File: src/rtl/clkgen_multi.sv
// -----------------------------------------------------------------------------
// clkgen_multi
//
// Multi-channel programmable clock/tick generator. Each channel divides clk by
// a runtime-loadable integer divisor D. It produces a near-50%-duty square wave
// (clk_out) and a one-cycle strobe (tick) on the last cycle of every period.
//
// Divisor writes are double-buffered. A written value waits in a pending
// register, and pend is high while it waits. The value is loaded at the
// channel's period boundary, so the running period is never cut short.
//
// Parameters
//   CHANNELS    number of independent channels (1..16)
//   DIV_W       divisor / counter width
//   DEFAULT_DIV divisor loaded into every channel by reset
//   CH_W        channel-select width, derived (not user-set)
//
// Ports
//   clk      in   system clock, rising edge
//   rst      in   asynchronous active-high reset
//   en       in   global count enable (0 freezes all counters)
//   wr_en    in   divisor write strobe
//   wr_chan  in   target channel of the write (>= CHANNELS is ignored)
//   wr_div   in   new divisor
//   clk_out  out  per-channel divided square wave, registered
//   tick     out  per-channel one-cycle strobe, registered
//   pend     out  per-channel "divisor waiting for boundary" flag
//   sync     in   only when CLKGEN_SYNC_EN is defined: realign all channels
//
// Optional feature macro: CLKGEN_SYNC_EN (adds the sync port and realign path).
// -----------------------------------------------------------------------------
module clkgen_multi #(
    parameter int CHANNELS    = 4,
    parameter int DIV_W       = 32,
    parameter int DEFAULT_DIV = 524288,
    localparam int CH_W       = (CHANNELS > 1) ? $clog2(CHANNELS) : 1
) (
    input  logic                clk,
    input  logic                rst,
    input  logic                en,
    input  logic                wr_en,
    input  logic [CH_W-1:0]     wr_chan,
    input  logic [DIV_W-1:0]    wr_div,
`ifdef CLKGEN_SYNC_EN
    input  logic                sync,
`endif
    output logic [CHANNELS-1:0] clk_out,
    output logic [CHANNELS-1:0] tick,
    output logic [CHANNELS-1:0] pend
);

    for (genvar i = 0; i < CHANNELS; i++) begin : g_ch
        logic [DIV_W-1:0] d_q;       // active divisor
        logic [DIV_W-1:0] cnt_q;     // position within the current period
        logic [DIV_W-1:0] p_q;       // pending divisor
        logic             pend_q;
        logic             clk_q;
        logic             tick_q;

        logic [DIV_W-1:0] half;      // ceil(D/2), the number of high cycles
        logic [DIV_W-1:0] last;      // D-1, the boundary count
        logic             active;    // D != 0
        logic             hi;
        logic             at_end;    // boundary cycle while counting
        logic             wr_hit;
        logic             eff_pend;  // pending, including a write in this cycle
        logic [DIV_W-1:0] eff_p;

        always_comb begin
            // (D>>1)+D[0] cannot overflow: for D = all ones it is 2^(DIV_W-1).
            half     = (d_q >> 1) + {{(DIV_W-1){1'b0}}, d_q[0]};
            last     = d_q - DIV_W'(1);
            active   = (d_q != '0);
            hi       = active && (cnt_q < half);
            at_end   = en && active && (cnt_q == last);
            // An out-of-range wr_chan matches no channel index, so the write is dropped.
            wr_hit   = wr_en && (wr_chan == CH_W'(i));
            // A write in the same cycle as an apply point takes effect directly.
            eff_pend = wr_hit | pend_q;
            eff_p    = wr_hit ? wr_div : p_q;
        end

        always_ff @(posedge clk or posedge rst) begin
            if (rst) begin
                d_q    <= DIV_W'(DEFAULT_DIV);
                cnt_q  <= '0;
                p_q    <= '0;
                pend_q <= 1'b0;
                clk_q  <= 1'b0;
                tick_q <= 1'b0;
            end else begin
                // clk_out holds while frozen; tick can only fire while counting.
                if (en) clk_q <= hi;
                tick_q <= at_end;
`ifdef CLKGEN_SYNC_EN
                if (sync) begin
                    // Realign wins over a boundary and ignores en.
                    cnt_q  <= '0;
                    if (eff_pend) d_q <= eff_p;
                    pend_q <= 1'b0;
                end else
`endif
                if (!active) begin
                    // Disabled channel: cnt is already 0. A pending value loads
                    // on the next edge even with en low.
                    if (eff_pend) begin
                        d_q    <= eff_p;
                        pend_q <= 1'b0;
                    end
                end else if (at_end) begin
                    cnt_q  <= '0;
                    if (eff_pend) d_q <= eff_p;
                    pend_q <= 1'b0;
                end else begin
                    if (en) cnt_q <= cnt_q + DIV_W'(1);
                    if (wr_hit) begin
                        p_q    <= wr_div;
                        pend_q <= 1'b1;
                    end
                end
            end
        end

        assign clk_out[i] = clk_q;
        assign tick[i]    = tick_q;
        assign pend[i]    = pend_q;
    end

endmodule

File: config.mk
export PLATFORM = sky130hd
export DESIGN_NAME = clkgen_multi
export DESIGN_NICKNAME = d
export VERILOG_FILES = /design/src/rtl/clkgen_multi.sv
export SDC_FILE = /design/constraint.sdc
export NUM_CORES = 1
export LEC_CHECK = 0
export CAP_MARGIN = 20
export CORE_MARGIN = 2
export CORE_UTILIZATION = 52
export CTS_BUF_LIST = sky130_fd_sc_hd__clkbuf_2
export DETAILED_ROUTE_END_ITERATION = 8
export PLACE_DENSITY = 0.68
export SLEW_MARGIN = 25
export SYNTH_ARGS = -nofsm -noshare
export SYNTH_HDL_FRONTEND = slang
export SYNTH_SLANG_ARGS = --single-unit
File: constraint.sdc
create_clock -name clk -period 22.9 [get_ports clk]
set_input_delay 5.725 -clock clk [delete_from_list [all_inputs] [get_ports clk]]
set_output_delay 5.725 -clock clk [all_outputs]
set_load 0.02 [all_outputs]
# [Yosys cells after proc, flatten, opt, wreduce, memory -nomap -nowiden]
# Index checks and enable logic that the tools add are counted.
[totals] wordCells=144 reg_bits=396 out_inout_bits=12 in_bits=38
[classes] reduce_logical=41 add_sub_neg=12 order_cmp=4 bitwise=8 eq_ne=15 n_mux=40
[op_table] op="two-way mux 32 bit" count=24
[op_table] op="adder 31 x 1 -> 32 bit" count=4
[op_table] op="adder 32 x 1 -> 32 bit (second input constant)" count=4
[op_table] op="equality test 32 bit" count=4
[op_table] op="less-than comparator 32 bit" count=4
[op_table] op="nonzero test 32 bit" count=4
[op_table] op="subtractor 32 x 1 -> 32 bit (second input constant)" count=4
[op_table] op="AND reduction 2 bit" count=12
[op_table] op="logical AND 1 bit" count=16
[op_table] op="two-way mux 1 bit" count=16
[op_table] op="nonzero test 2 bit" count=8
[op_table] op="inequality test 3 x 1 -> 1 bit (second input constant)" count=4
[op_table] op="inequality test 2 x 1 -> 1 bit (second input constant)" count=4
[op_table] op="equality test 2 bit (second input constant)" count=2
[op_table] op="NOT 1 bit" count=4
[op_table] op="bitwise OR 1 bit" count=4
[op_table] op="equality test 2 x 1 -> 1 bit (second input constant)" count=1
[op_table] op="zero test 2 bit" count=1

# [Logic depth before layout (Yosys ltp)]
[depth] word_depth=6 depth_mapped=20 ltp_nobuf=20

# [Worst setup path after synthesis]
# Ideal clock, no wire load.
[synth_path] kind="in2reg" start="in en" end="reg g_ch[3].p_q[0]" n_path_buf=2 setup_ps=125 required_time_ps=22775 t_arrival_ps=7718 stages=10 setup_slack_ps=15057 path_cell_list="inv_1 -> nor3_1 -> o211ai_1 -> or4_1 -> or3_1 -> nor4_4 -> or3b_1 -> buf_6 -> buf_12 -> mux2_4"
[synth_via] elab_chain_len=4
[synth_lines] element="from (decl)" line="40" text="input logic en,"
[synth_lines] element="logical AND 1 bit (2 in a row)" line="75" text="at_end = en && active && (cnt_q == last);"
[synth_lines] element="net g_ch[3].at_end" line="64" text="logic at_end;"
[synth_lines] element="NOT 1 bit (no source line)"
[synth_lines] element="AND reduction 2 bit (no source line)"
[synth_lines] element="to (signal assigned)" line="117" text="p_q <= wr_div;"
[synth_lines] element="to (decl)" line="55" text="logic [DIV_W-1:0] p_q;"
# The timed path passes the listed nets, and every way through them passes these cells.
# A chain may end at the register's enable or synchronous reset.

# [Worst setup path after layout]
[layout_path] start="in en" end="reg g_ch[1].p_q[6]"
[layout_via] elab_chain_len=4
[layout_lines] element="logical AND 1 bit (2 in a row)" line="75"
[layout_lines] element="NOT 1 bit (no source line)"
[layout_lines] element="AND reduction 2 bit (no source line)"
[layout_lines] element="to (signal assigned)" line="117"
[layout_lines] element="to (decl)" line="55"
# No other way between the ends.

==> run_results.csv <==
group,metric,value,unit
status,status,"completed",
grt,grt_max_degree,118,
hold_path,hold_path_class,"reg -> reg",
synthesis,synthFlopType,"dfrtp_1",
grt,gr-total-overflow,0,
clocking,cts_buffers,102,
floorplanning,core-area,51510,um2
clocking,cts_buffer_depth,3,
layout,ff_latch_area,9915,um2
place,place_area,27830,um2
hold_path,worstHoldEndpoint,"g_ch[2].p_q[4]$_DFFE_PP0N_",
worst_setup_path,r2r_setup_slack,17.73,ns
clocking,clk_pin_slew,0.09,ns
synthesis,syn_area,27180,um2
synthesis,syn_inst,2887,
clocking,hold_buffers,0,
clocking,cts-htree-levels,3,
synthesis,synth_cell_types,89,
job,maxCapViolations,0,
layout,final_area,28760,um2
route,routed-wl-met2,32030,um
sta,tns,0,ns
worst_setup_path,worstSetupEndpointType,"register",
place,hpwlAfterDp,50930,um
worst_setup_path,worstPathCellList,"clkdlybuf4s50_1 > buf_4 > inv_1 > nor3_1 > and3_1 > nand4_1 > nor4_1 > nand4b_1 > o31ai_1 > nor3_2 > buf_4 > mux2_2",
synthesis,synthArstFlopShare,100.0,%
worst_setup_path,cpMaxStageDelayCell,"o31ai_1",
route,firstDrtPassIters,5,
layout,fin_util,55.84,%
worst_setup_path,path_delay_family,"simple AND/OR/NAND/NOR gates",
clocking,cts_resized,0,
sta,period_share,38.03,%
clocking,cts_sinks,396,
worst_setup_path,crit_required,23.84,ns
route,top_layer,"met5",
route,vias_per_cell,6.114,
sta,finClkSkew,0.1065,ns
grt,antenna_found_initial,2,
layout,drive_gt1_share,12.33,%
clocking,cts-root-buf,"clkbuf_2",
place,dp.cells,3421,
route,met3WireLength,2988,um
pwr,totalPowerFinal,1.914,mW
synthesis,synth_common_cells,"392 x dfrtp_1, 256 x nor2_1, 216 x xor2_1",
clocking,clk_latency,1.12,ns
route,wl_met1,33040,um
synthesis,yosysTopAreaCell,"dfrtp_1",
synthesis,syn_nets,3065,
worst_setup_path,cpPeakStageDelay,0.76,ns
place,portBuffers,49,
floorplanning,initial_core_util,52.78,%
worst_setup_path,r2r_end,"g_ch[1].p_q[6]$_DFFE_PP0N_",
worst_setup_path,crit_top_cell,"buf_4",
synthesis,synth_warnings,0,
layout,fillers,4700,
layout,multiInputGateArea,16240,um2
route,vias,22010,
sta,setup-violations-final,0,
hold_path,min_path_cells,1,
floorplanning,num_rows,83,
clocking,post_cts_buffers,0,
synthesis,seq_area_frac_synth,36.47,%
worst_setup_path,critPathLaunchType,"input port",
layout,instances_no_fill,3600,
synthesis,synth_top_area_share,36.08,%
grt,grt_pass1_wl,115100,um
route,final_antenna_net_count,0,
grt,first_global_vias,21720,
worst_setup_path,r2r_cells,10,
place,gp_congestion,0.8917,
sta,drv_slew,0,
sta,rsz0062_at_grt,"no",
pwr,leakagePower,12.81,nW
sta,period_needed,8.709,ns
layout,finalNetCount,3023,
floorplanning,ios,50,
pwr,power_density,66.55,nW/um2
hold_path,min_from,"g_ch[2].p_q[4]$_DFFE_PP0N_",
worst_setup_path,worstSetupStartpoint,"en",
synthesis,synth-edff-count,0,
pwr,max-vdd-ir-drop,0.00003526,V
synthesis,ys_seq_elements,396,
sta,worst_pin_slew,0.9862,ns
synthesis,ys_top_cells_by_area,"dfrtp_1 36%, xor2_1 7.0%, ha_1 6.4%",
route,drc,0,
route,drtIter0Drc,1510,
floorplanning,fp.dieH,232.6,um
floorplanning,fp.dieW,232.6,um
worst_setup_path,crit_buf_inv,4,
worst_setup_path,worstPathArrival,9.65,ns
worst_setup_path,critPathKind,"in -> reg",
sta,slew_headroom,33.69,%
floorplanning,fp.dieArea,54120,um2
grt,grtUsageTotal,26.40,%
worst_setup_path,cp_max_fo,25,
route,wl,70690,um
sta,fmax,114.8,MHz
route,wl_per_cell,19.64,um
clocking,cts_tree,"yes",
synthesis,yosysMostFrequentCell,"dfrtp_1",
sta,hold_viol,0,
synthesis,syn_area_per_cell,9.416,um2
layout,syn_to_final_growth,5.804,%
worst_setup_path,crit-reg2reg-launch,"g_ch[1].d_q[7]$_DFFE_PP0P_",
cell type report:
| type | instances | share of cell area [%] |
|---|---|---|
| antenna | 1 | 0.008700 |
| clock buffer | 153 | 2.662 |
| clock inverter | 25 | 0.5090 |
| inverter | 53 | 0.7178 |
| multi-input combinational | 2224 | 56.45 |
| sequential | 396 | 34.47 |
| tap | 680 | 2.958 |
| timing repair buffer | 68 | 2.227 |
layer usage:
layer / vias up / GRT usage, %
met1: 10840 / 36.50
met3: 141 / 4.044
met2: 540 / 41.36
met4: 2 / 10.95
li1: 10490 / -
met5: - / 0
flip-flops by register name, summed over array words and instances, names as in the netlist:
register,flops
g_ch.cnt_q,128
g_ch.pend_q,4
g_ch.d_q,128
g_ch.p_q,128
g_ch.clk_q,4
g_ch.tick_q,4
power breakdown:
part | internal (mW) | switching (mW) | total (mW)
clock network | 0.191 | 0.302 | 0.492
logic | 0.242 | 0.266 | 0.509
registers | 0.783 | 0.131 | 0.913
total | 1.22 | 0.699 | 1.91
cell usage in the layout, fill, tap and decap left out, types with 40 or more instances in the layout:
master	Yosys	final
nand2_1	158	157
and3_1	70	70
a22oi_1	61	61
o2bb2ai_1	60	60
xor2_1	216	216
a21o_1	40	40
o22ai_1	41	40
dfrtp_1	392	392
nand4_1	82	82
xnor2_1	165	165
a22o_1	61	61
o21ai_0	66	64
clkbuf_2	0	153
nor2_1	256	253
nand3_1	130	130
clkdlybuf4s50_1	0	49
inv_1	53	52
mux2_2	93	93
nor3_1	70	66
ha_1	140	140
nor4_1	44	43
a21oi_1	74	74
cells by family (layout without fill, tap and decap cells):
kind of cell / after synthesis / in the layout / share of synthesized area (%)
simple gates: 1004 / 1004 / 19.40
buf+inv: 267 / 299 / 4.184
mux: 142 / 142 / 6.236
flops: 396 / 396 / 36.47
compound gates: 556 / 556 / 14.91
fa+ha+maj: 140 / 140 / 6.444
other cells: 0 / 1 / 0
xor+xnor: 382 / 382 / 12.36
per-stage QoR:
stage	setup WS (ns)	hold WS [ns]
detailed placement	13.16	0.4802
global placement	13.31	0.4681
global route	14.09	0.5256
CTS	14.34	0.5003
finish	14.19	0.4956
floorplan	6.171	0.4549
how the worst max path moves through the flow:
| stage | to | slack [ns] | cells after the start |
|---|---|---|---|
| 2_1_floorplan | g_ch[0].clk_q$_DFFE_PP0P_ | 6.17 | 1 |
| 3_3_place_gp | g_ch[3].p_q[30]$_DFFE_PP0N_ | 13.31 | 10 |
| 3_5_place_dp | g_ch[1].p_q[31]$_DFFE_PP0N_ | 13.16 | 12 |
| 4_1_cts | g_ch[1].p_q[31]$_DFFE_PP0N_ | 14.34 | 12 |
| 5_1_grt | g_ch[1].p_q[31]$_DFFE_PP0N_ | 14.09 | 12 |
| 6_report | g_ch[1].p_q[6]$_DFFE_PP0N_ | 14.19 | 12 |
Note: power is estimated with default switching activity, not from simulation.
